File: config.mk
export PLATFORM = sky130hd
export DESIGN_NAME = alu_op_dispatch
export DESIGN_NICKNAME = d
export VERILOG_FILES = /design/src/rtl/alu_op_dispatch.sv
export SDC_FILE = /design/constraint.sdc
export NUM_CORES = 1
export LEC_CHECK = 0
export ABC_AREA = 1
export BUFFER_PORTS_ARGS = -buffer_cell sky130_fd_sc_hd__buf_2
export CAP_MARGIN = 20
export CORE_UTILIZATION = 25
export DETAILED_ROUTE_END_ITERATION = 12
export HOLD_SLACK_MARGIN = 0.12
export PLACE_DENSITY = 0.49
export SYNTH_ARGS = -nofsm -noshare
export SYNTH_HDL_FRONTEND = slang
export SYNTH_SLANG_ARGS = --single-unit
File: constraint.sdc
create_clock -name clk -period 1.85 [get_ports clk]
set_input_delay 0.37 -clock clk [delete_from_list [all_inputs] [get_ports clk]]
set_output_delay 0.37 -clock clk [all_outputs]
set_load 0.01 [all_outputs]
File: src/rtl/alu_op_dispatch.sv
// Request front-end of the 8-bit ALU: accepts an op over valid/ready, drives unit enables/starts
// and the result-mux select, and returns the captured result with flags. Optional: ALU_DISPATCH_TIMEOUT_EN.
module alu_op_dispatch #(
  parameter int unsigned TIMEOUT = 15
) (
  input  logic       clk,
  input  logic       rst,
  input  logic       req_valid,
  output logic       req_ready,
  input  logic [2:0] req_op,
  input  logic [7:0] req_a,
  input  logic [7:0] req_b,
  output logic [7:0] op_a,
  output logic [7:0] op_b,
  output logic [2:0] unit_sel,
  output logic [7:0] unit_en,
  output logic       unit_start,
  input  logic [7:0] unit_result,
  input  logic       mul_done,
  input  logic       div_done,
  output logic       res_valid,
  input  logic       res_ready,
  output logic [7:0] res_data,
  output logic       res_zero,
  output logic       res_err,
  output logic       busy
);

  typedef enum logic [1:0] {
    S_IDLE,
    S_ISSUE,
    S_WAIT,
    S_DONE
  } state_t;

  localparam logic [2:0] OP_MUL = 3'b101;
  localparam logic [2:0] OP_DIV = 3'b110;
  localparam logic [7:0] ERR_RESULT = 8'hFF;

  if (TIMEOUT < 1 || TIMEOUT > 255) begin : g_bad_timeout
    $error("alu_op_dispatch: TIMEOUT must be in 1..255");
  end

  state_t     state_q;
  state_t     state_d;
  logic       accept;
  logic       cap_en;
  logic [7:0] cap_data;
  logic       cap_err;
  logic       unit_done;
  logic       timeout_hit;

  assign accept    = req_valid && req_ready;
  assign unit_done = (unit_sel == OP_MUL) ? mul_done : div_done;

`ifdef ALU_DISPATCH_TIMEOUT_EN
  localparam logic [7:0] WAIT_LAST = 8'(TIMEOUT - 1);

  logic [7:0] wait_cnt;

  // Counts completed WAIT cycles; fires on the TIMEOUT-th cycle without a done.
  always_ff @(posedge clk or posedge rst) begin
    if (rst) begin
      wait_cnt <= '0;
    end else if (state_q == S_ISSUE) begin
      wait_cnt <= '0;
    end else if (state_q == S_WAIT) begin
      wait_cnt <= wait_cnt + 8'd1;
    end
  end

  assign timeout_hit = (state_q == S_WAIT) && (wait_cnt == WAIT_LAST);
`else
  assign timeout_hit = 1'b0;
`endif

  // NOTE: sequential state uses non-blocking (<=) so every flop samples pre-edge values.
  always_ff @(posedge clk or posedge rst) begin
    if (rst) begin
      state_q <= S_IDLE;
    end else begin
      state_q <= state_d;
    end
  end

  // NOTE: every output of this block gets a default first, so no path can infer a latch.
  always_comb begin
    state_d    = state_q;
    cap_en     = 1'b0;
    cap_data   = unit_result;
    cap_err    = 1'b0;
    unit_start = 1'b0;
    unique case (state_q)
      S_IDLE: begin
        if (accept) begin
          state_d = S_ISSUE;
        end
      end
      S_ISSUE: begin
        if (unit_sel == OP_DIV && op_b == 8'h00) begin
          cap_en   = 1'b1;
          cap_data = ERR_RESULT;
          cap_err  = 1'b1;
          state_d  = S_DONE;
        end else if (unit_sel == OP_MUL || unit_sel == OP_DIV) begin
          unit_start = 1'b1;
          state_d    = S_WAIT;
        end else begin
          cap_en  = 1'b1;
          state_d = S_DONE;
        end
      end
      S_WAIT: begin
        // A done arriving on the timeout cycle still delivers the real result.
        if (unit_done) begin
          cap_en  = 1'b1;
          state_d = S_DONE;
        end else if (timeout_hit) begin
          cap_en   = 1'b1;
          cap_data = ERR_RESULT;
          cap_err  = 1'b1;
          state_d  = S_DONE;
        end
      end
      S_DONE: begin
        if (res_ready) begin
          state_d = S_IDLE;
        end
      end
      default: state_d = S_IDLE;
    endcase
  end

  always_ff @(posedge clk or posedge rst) begin
    if (rst) begin
      unit_sel <= '0;
      op_a     <= '0;
      op_b     <= '0;
      res_data <= '0;
      res_zero <= 1'b0;
      res_err  <= 1'b0;
    end else begin
      if (accept) begin
        unit_sel <= req_op;
        op_a     <= req_a;
        op_b     <= req_b;
      end
      if (cap_en) begin
        res_data <= cap_data;
        res_zero <= (cap_data == 8'h00);
        res_err  <= cap_err;
      end
    end
  end

  // req_ready is gated by rst directly so it is low for the whole reset pulse.
  assign req_ready = (state_q == S_IDLE) && !rst;
  assign unit_en   = (state_q == S_ISSUE || state_q == S_WAIT) ? (8'b1 << unit_sel) : 8'h00;
  assign res_valid = (state_q == S_DONE);
  assign busy      = (state_q != S_IDLE);

endmodule

; ---- Word level (Yosys, flattened, before mapping)
; Index checks and enable logic that the tools add are counted.
[totals]
out_inout_bits = 41
reg_bits = 31
[op_classes]
reduce_logical = 11
mux = 19
n_eq_ne = 8
n_shift = 1
[op_table]
columns = operator, n
row1 = 2-to-1 mux 8 bit, 3
row2 = logical NOT 8 bit, 2
row3 = 2-to-1 mux 1 bit, 11
row4 = one-hot mux 2 bit (4 select lines), 1
row5 = "<< shifter 1 x 3 -> 8 bit, first input constant", 1
row6 = "equality test 3 bit, second input constant", 2
row7 = 2-to-1 mux 2 bit, 3
row8 = "equality test 2 bit, second input constant", 2
row9 = "!= test 2 bit, second input constant", 2
row10 = logical AND 1 bit, 3
row11 = AND reduction 3 bit, 1
row12 = "equality test 2 x 1 -> 1 bit, second input constant", 1
row13 = logical NOT 2 bit, 1
row14 = logical OR 1 bit, 2
row15 = "!= test 2 x 1 -> 1 bit, second input constant", 1
row16 = one-hot mux 1 bit (2 select lines), 1
row17 = nonzero test 2 bit, 1
row18 = logical NOT 1 bit, 1

; ---- Logic depth before layout (Yosys ltp)
; Gate-level depths: netlist of run 1.
[logic_depth]
ltp_word = 5
mapped_depth = 11

; ---- Worst setup path before layout of run 1
; Ideal clock, no wire load.
[synth_timing]
kind = reg2reg
startpoint = reg state_q[0]
endpoint = reg op_a[0]
required_time_ns = 1.725
path_stages_with_launch = 8
setup_ns = 0.125
path_slack_ns = 0.334
period_less_slack_ns = 1.516
arrival_ns = 1.392
path_cell_list = dfrtp_1 -> inv_1 -> ha_1 -> inv_2 -> nor2_4 -> nand2_2 -> buf_6 -> mux2_2
[synth_between]
elab_chain_len = 3
[synth_rtl]
columns = element, line
row1 = from (decl), 44  ; state_t state_q;
row2 = from (signal assigned), 82  ; state_q <= state_d;
row3 = logical NOT 2 bit, 157  ; assign req_ready = (state_q == S_IDLE) && !rst;
row4 = logical AND 1 bit, 157
row5 = named net req_ready, 9  ; output logic req_ready,
row6 = logical AND 1 bit, 53  ; assign accept = req_valid && req_ready;
row7 = to (signal assigned), 145  ; op_a <= req_a;
row8 = to (decl), 13  ; output logic [7:0] op_a,
; The timed path passes the listed nets, and every way through them passes these cells.
; A chain may end at the register's enable or synchronous reset.

; ---- Worst setup path in the final report of run 1
[layout_timing]
startpoint = reg state_q[1]
endpoint = out unit_en[7]
[layout_between]
elab_chain_len = 3
[layout_rtl]
columns = element, line
row1 = equality test 2 x 1 -> 1 bit or equality test 2 bit (tied branches), 158  ; assign unit_en = (state_q == S_ISSUE || state_q == S_WAIT) ? (8'b1 << unit_sel) : 8'h00;
row2 = logical OR 1 bit (*), 158
row3 = 2-to-1 mux 8 bit (*), 158
row4 = to (decl), 16  ; output logic [7:0] unit_en,
; Every way passes the cells marked *; elsewhere a longest branch is shown, timed or not.

==> flow_results.org, run 1 <==
** Detailed routing
- Summed over all layers, the routed wires come to 3700 microns.
- The routed layout has 1379 vias.
- After the first detailed-routing iteration, the DRC count stood at 43.
- Final ANT Viol Nets :: 0
- After detailed routing, the average wire length per cell comes to 11.5 microns.
- After detailed routing, the number of vias per cell comes to around 4.3.
- For this run, design rule violations remaining after detail routing come to 0.
- Initial DRT Pass Iterations :: 4

** Synth
- Post-Synthesis Cell Area :: 1560 sq um
- Synthesis inferred 31 register bits.
- The average instance in the mapped netlist occupies approximately 9.4 sq um.
- The commonest cells after synthesis are sky130_fd_sc_hd__nand2_1 (38), sky130_fd_sc_hd__dfrtp_1 (31), sky130_fd_sc_hd__nor2_1 (20), sky130_fd_sc_hd__mux2_2 (16).
- Proportion of netlist area held by the largest area contributor :: 49.8%
- sky130_fd_sc_hd__nand2_1 is the most common cell in the netlist.
- Main area contributors after synthesis :: sky130_fd_sc_hd__dfrtp_1 (50%), sky130_fd_sc_hd__mux2_2 (12%), sky130_fd_sc_hd__nand2_1 (9.1%)
- Library cell with the largest summed area after synthesis :: sky130_fd_sc_hd__dfrtp_1
- Yosys mapped the design onto 21 distinct sky130hd cell types.
- Yosys mapped a number of flops with a built-in enable equal to 0.
- Proportion of synthesized chip area in sequential cells :: between 40% and 50%
- Synthesized instance count :: about 170
- Proportion of register bits with asynchronous set or reset after synthesis :: between 90% and 100%
- Number of nets in the synthesized netlist :: 203
- Syn. warnings :: 0
- Most frequently used flop master after synthesis :: sky130_fd_sc_hd__dfrtp_1

** Setup path
- In this run the critical register-to-register path is launched from state_q[0]$_DFFE_PP0P_.
- Data on the critical path is required at its endpoint by approximately 1.5 ns.
- For the worst setup path, the data arrival time is approximately 1.4 ns.
- Setup slack on the worst reg-to-reg path comes out at 0.35 ns.
- In this run the critical register-to-register path is captured at res_data[5]$_DFFE_PP0P_.
- Nature of the critical path startpoint :: register
- Peak fanout along the critical path :: 5
- Crit path capture type :: output port
- Type of the worst setup path :: reg -> out
- Number of cells on the worst reg-to-reg path :: 9

** Floorplanning
- The floorplan step set the die width to between 80 and 90 microns.
- The die covers roughly 6600 sq um.
- Boundary Pins :: 74
- Initial Util :: a little over a quarter
- In this run the core area contains 28 standard-cell rows.
- The core region is 5960 sq um.
- Die Height :: around 80 microns

** Placed design
- Routability-driven placement finished with a final weighted congestion of between 0.7 and 0.8.
- At the placement stage, the worst setup path has a slack of 0.248 ns.
- Post-detailed-placement half-perimeter wirelength :: roughly 2800 microns
- During placement, the flow inserted port buffers numbering 73.

** Timing
- Min cycle time layout :: 1.77 ns
- Unrepaired setup endpoints after global routing :: no
- Post-Route Skew :: about 0.0035 ns
- For the final routed database, the setup TNS stands at 0 ns.
- The number of max-slew violations in the final report was 0.
- Max Clock Freq :: 565 MHz
- After layout, the worst path uses 95.6% of the clock period.
- Number of setup violations in the final report :: 0
- Worst path setup slack after routing :: 0.0812 ns
- For the pin with the worst max-slew slack, the measured transition is slightly above 0.4 ns.
- Worst hold slack :: around 0.2 ns
- Worst slew margin relative to its limit :: between 70 and 80%
- The number of failing hold endpoints at the final stage came to 0.

** Outcome
- The run finished with clean final reports.

** Power
- Leakage component of the power :: around 1.2 nW
- For this design the ratio of total power to cell area is roughly 1700 nW/um^2.
- VDD sags by at most 639 uV.
- Power after layout :: ~3.7 mW

** Global route
- GR Overflow Total :: 0
- For this run, the total global-route usage over all layers was measured as 11.9%.
- First-pass GRT wire length :: 5840 microns
- Vias in the first global route :: 1312
- Maximum number of pins on one net before global-route repair :: 32
- The initial antenna violation count came to 0.

** Run
- Maximum capacitance violations :: 0

** Final layout
- Final net count :: roughly 290
- The number of antenna diodes in the final layout is 0.
- In the final layout, the share of cells above drive strength 1 is between 40 and 50%.
- Relative to the synthesized area, the layout overhead comes to 38.6%.

** Hold path
- The path class of the tightest hold or removal check is in -> async.

** Clocking
- TritonCTS Buffers :: 5
- Library cell used as clock root buffer :: sky130_fd_sc_hd__clkbuf_8
- The clock passes through at most 2 buffers.
- The H-tree generated during clock tree synthesis spans 2 levels.
- For this design, the sink count on the clock tree is 31.
- TritonCTS built the clock tree.
- Clk Latency, worst-skew pair :: ~0.28 ns
- After clock tree synthesis, the clock-pin slew on the worst setup and hold paths is around 0.070 ns.
==> through the flow <==
step,std cells,util [%],cell area (sq um)
CTS,323,36.1,2150
finish,323,36.3,2160
global placement,313,33.8,2020
global route,323,36.3,2160
floorplan,165,-,1560
detailed placement,313,33.8,2020
==> cell type report <==
class,count,area (sq um)
Fill cell,663,3790
Sequential cell,31,776
Multi-Input combinational cell,114,691
Timing Repair Buffer,79,423
Tap cell,75,93.8
Clock buffer,6,82.6
Inverter,16,60.1
Clock inverter,2,35.0
==> placed cells by master (no fill, tap or decap), drive strengths merged <==
master	n
buf	79
nand2	42
dfrtp	31
nor2	21
mux2	16
inv	16
nand3	13
clkbuf	6
or2	5
ha	5
a21oi	4
o21ai	4
o211ai	1
nor3	1
nand4	1
a22oi	1
bufinv	1
clkinv	1
==> where the power goes <==
| group | leakage [nW] | switching, mW | total, mW | internal [mW] |
|---|---|---|---|---|
| Combinational | 0.758 | 1.04 | 1.83 | 0.794 |
| Clock | 0.0612 | 0.253 | 0.688 | 0.435 |
| Sequential | 0.375 | 0.199 | 1.20 | 1.00 |
==> per-layer routing <==
metal / part of all wire (%) / routed length, microns / global-route usage [%]
met4: 1.6 / 59 / 5.36
met2: 47 / 1720 / 19.7
met1: 45 / 1660 / 14.2
met3: 7.0 / 258 / 3.60
met5: 0 / 0 / 0
==> worst max-delay path by stage <==
stage                                      start                     end  slack [ns]
after floorplan           state_q[0]$_DFFE_PP0P_     op_a[0]$_DFFE_PP0P_        0.33
after global placement    state_q[1]$_DFFE_PP0P_  state_q[0]$_DFFE_PP0P_        0.27
after detailed placement  state_q[0]$_DFFE_PP0P_     op_a[3]$_DFFE_PP0P_        0.25
after CTS                 state_q[1]$_DFFE_PP0P_              unit_en[5]        0.05
after global routing      state_q[1]$_DFFE_PP0P_              unit_en[4]       0.004
final                     state_q[1]$_DFFE_PP0P_              unit_en[7]        0.08
==> state kept, by name (all words and copies together) (netlist names) <==
signal and cells:
state_q 2, res_err 1, res_data 8, res_zero 1, op_a 8, unit_sel 3, op_b 8
==> critical path: stages, from the launching register on <==
cell and delay, ns:
sky130_fd_sc_hd__dfrtp_1 0.35, sky130_fd_sc_hd__inv_1 0.11, sky130_fd_sc_hd__ha_4 0.30, sky130_fd_sc_hd__nand2_1 0.10, sky130_fd_sc_hd__nor2_1 0.12, sky130_fd_sc_hd__buf_2 0.14
==> kinds of logic after synthesis <==
| kind of cell | after synthesis | share of synthesized area (%) |
|---|---|---|
| and+or+nand+nor | 83 | 23.8 |
| DFF | 31 | 49.8 |
| buffers and inverters | 20 | 6.74 |
| muxes | 16 | 11.6 |
| AOI/OAI and AO/OA | 10 | 4.09 |
| adders and majority gates | 5 | 4.01 |
==> what timing repair did <==
item,4_1_cts,5_1_grt
endpoints found under the setup margin,4,7
pin swaps,0,0
gates resized for setup,0,1
hold buffers,0,0
setup buffers,2,0
Power figures use the tool's default switching activity.
==> run 2: changes to the inputs <==
Settings changed: CORE_MARGIN from default to 8.
==> flow_results.org, run 2 (synthesis results as in run 1) <==
** Outcome
- Run status :: finished clean

** Timing
- The number of failing hold endpoints at the final stage is 0 (unchanged).
- The number of setup violations in the final report was 0 (unchanged).
- Worst slew margin relative to its limit :: 76.5% (+3.7 points)
- Period utilization :: 95.2% (-0.36 points)
- The largest clock skew in the final design is 0.00282 ns (-0.000630 ns).
- Pins over their slew limit :: 0 (unchanged)
- The final critical-path required period was 1.76 ns (-0.00670 ns).
- Max Clock Freq :: 568 MHz (+0.38%)
- The slew of the pin with the lowest slew margin came to 0.352 ns (-0.0553 ns).

** Power
- The internal power contribution came to 2.14 mW (-4.0%).
- Comb power frac :: 50.8% (+1.5 points)
- Leakage component of the power :: 1.19 nW (-0.22%)
- Switching power of the nets :: 1.50 mW (+0.97%)
- Switching part of the total power :: 41.3% (+1.2 points)
- Worst vdd ir :: 587 uV (-8.3%)
- The part of the power in registers came to 33.2% (+1.0 points).
- Power after layout :: 3.65 mW (-2.0%)
- The ratio of total power to cell area was 1680 nW/um^2 (-2.2%).
- The clock power share is 16.0% (-2.5 points).

** Placed design
- Number of cells in the design after placement :: 313 (unchanged)
- Number of buffers inserted by port buffering :: 73 (unchanged)
- The global placement routability congestion was 0.709 (-2.3%).
- Post-detailed-placement half-perimeter wirelength :: 3270 microns (+16%)

** Setup path
- Nature of the critical path startpoint :: register
- The data required time of the critical path was 1.48 ns (about the same).
- The data arrival time of the critical path came to 1.39 ns (about the same).
- Type of the worst setup path :: reg -> out
- The worst setup path is captured at an output port.
- The largest fanout on the critical path is 5 (unchanged).

** Global route
- Overall Global Routing Usage :: 9.61% (-2.3 points)
- GR Overflow Total :: 0 (unchanged)
- The pin count of the biggest net entering global routing was 25 (-22%).
- The global-route wire length before repair was 6780 microns (+16%).
- Antenna violations before repair :: 0 (unchanged)
- Vias in the first global route :: 1474 (+12%)

** Clocking
- The CTS H-tree depth is 2 (unchanged).
- The clock-pin slew reported for the worst setup and hold paths after clock tree synthesis was 0.06 ns (about the same).
- The clock sink count is 31 (unchanged).
- Number of buffers between clock root and the deepest sink :: 2 (unchanged)
- The clock network latency to the later pin of the worst-skew pair was 0.28 ns (about the same).
- TritonCTS clock tree :: yes
- The number of CTS-inserted buffers was 5 (unchanged).
- Library cell used as clock root buffer :: sky130_fd_sc_hd__clkbuf_8

** Final layout
- Leading registers by flop count :: op_a (8), op_b (8), res_data (8)
- Filler cell count in the final layout :: 630 (-5.0%)
- From synthesis to final layout, the design area changed by 38.9%.
- The diode insertion count for antenna repair was 0 (unchanged).
- Ratio of cells with drive above 1 in the final layout :: 47.8% (+0.21 points)
- The library cell used most frequently in the layout, excluding fill and tap cells, is sky130_fd_sc_hd__buf_2.
- Final Non-Filler Cells :: 324 (+0.31%)
- Top library cells by usage in the layout, fill and taps aside :: sky130_fd_sc_hd__buf_2 (73), sky130_fd_sc_hd__nand2_1 (38), sky130_fd_sc_hd__dfrtp_1 (31)
- Final net count :: 286 (+0.35%)

** Detailed routing
- Initial DRT Pass Iterations :: 4 (unchanged)
- The mean number of vias per cell was 4.18 (-2.0%).
- Via count of the routed design :: 1355 (-1.7%)
- Routed wire per std cell :: 12.8 microns (+11%)
- The total detailed-routing wirelength is 4130 microns (+12%).
- Initial detailed-routing violation count :: 46 (+7.0%)
- The met3 wirelength from detailed routing is 346 microns (+34%).
- In this run the top signal layer used is met4.
- DRC errors left :: 0 (unchanged)
- Met1 wire length :: 1680 microns (+1.3%)
- The wire length on met2 was 2050 microns (+19%).
- Final ANT Viol Nets :: 0 (unchanged)

** Floorplanning
- Boundary Pins :: 74 (unchanged)
- The height of the die was 95.0 microns (+17%).
- Die outline area :: 9020 sq um (+38%)
- Row cnt :: 28 (unchanged)
- The core box area was 5990 sq um (+0.59%).
- X dimension of the die :: 95.0 microns (+17%)
- Initial Util :: 26.0% (-0.15 points)

** Hold path
- The path class of the tightest hold or removal check is in -> reg.

** Run
- The count of max-cap constraint violations was 0 (unchanged).
==> run 2: cell types whose count changed in the layout (fill, tap and decap cells not counted), sizes merged <==
cell,delta
clkbuf,+2
clkinv,-1
bufinv,-1
dlygate4sd3,+1
==> run 2: final timing paths <==
| kind | from | endpoint | slack, ns | cells past startpoint |
|---|---|---|---|---|
| max | state_q[1]$_DFFE_PP0P_ | unit_en[7] | 0.09 | 5 |
| min | req_b[0] | op_b[0]$_DFFE_PP0P_ | 0.32 | 2 |
| max reg2reg | state_q[1]$_DFFE_PP0P_ | op_a[0]$_DFFE_PP0P_ | 0.34 | 7 |
| min reg2reg | res_data[1]$_DFFE_PP0P_ | res_data[1]$_DFFE_PP0P_ | 0.47 | 2 |
| max in group asynchronous | rst | op_a[3]$_DFFE_PP0P_ | 0.78 | 4 |
| min in group asynchronous | rst | op_a[6]$_DFFE_PP0P_ | 0.63 | 3 |
==> run 2: metrics by stage <==
stage | hold slack, ns | utilization, % | setup WS, ns | TNS (ns) | instance area (sq um)
after global placement | 0.388 | 33.9 | 0.250 | 0 | 2030
after CTS | 0.306 | 36.0 | 0.0228 | 0 | 2160
final | 0.318 | 36.2 | 0.0879 | 0 | 2170
after floorplan | 0.474 | - | 0.334 | 0 | 1560
after detailed placement | 0.390 | 33.9 | 0.205 | 0 | 2030
after global routing | 0.302 | 36.2 | -0.0151 | -0.0299 | 2170
==> run 2: worst max-delay path, cell delays in order, from the launching register on <==
cell and delay (ns):
sky130_fd_sc_hd__dfrtp_1 0.39, sky130_fd_sc_hd__inv_2 0.09, sky130_fd_sc_hd__ha_4 0.28, sky130_fd_sc_hd__nand2_1 0.09, sky130_fd_sc_hd__nor2_1 0.13, sky130_fd_sc_hd__buf_2 0.14
==> run 2: final cells by class <==
cell class,count,area (sq um),share of cell area [%]
Sequential cell,31,776,35.8
Multi-Input combinational cell,114,691,31.9
Timing Repair Buffer,80,445,20.6
Clock buffer,8,100,4.62
Tap cell,75,93.8,4.33
Inverter,16,60.1,2.77
==> run 2: timing repair <==
action,in CTS,in global routing
resized for setup,1,2
hold buffers,1,0
hold endpoints to repair,7,0
endpoints found under the setup margin,4,7
buffers inserted,1,1
==> run 2: power groups by stage <==
| stage | Sequential, mW | Clock, mW | Combinational (mW) |
|---|---|---|---|
| 2_1_floorplan | 1.35 | 0 | 1.04 |
| 3_3_place_gp | 1.22 | 0 | 1.80 |
| 3_5_place_dp | 1.23 | 0 | 1.81 |
| 4_1_cts | 1.21 | 0.611 | 1.88 |
| 5_1_grt | 1.26 | 0.645 | 2.09 |
| 6_report | 1.21 | 0.583 | 1.85 |
==> run 2: per-layer routing <==
metal  vias to the layer above  global-route usage, %
met5                         -                      0
li1                        692                      -
met4                         0                   4.29
met3                         7                   4.21
met1                       614                   10.7
met2                        42                   15.6
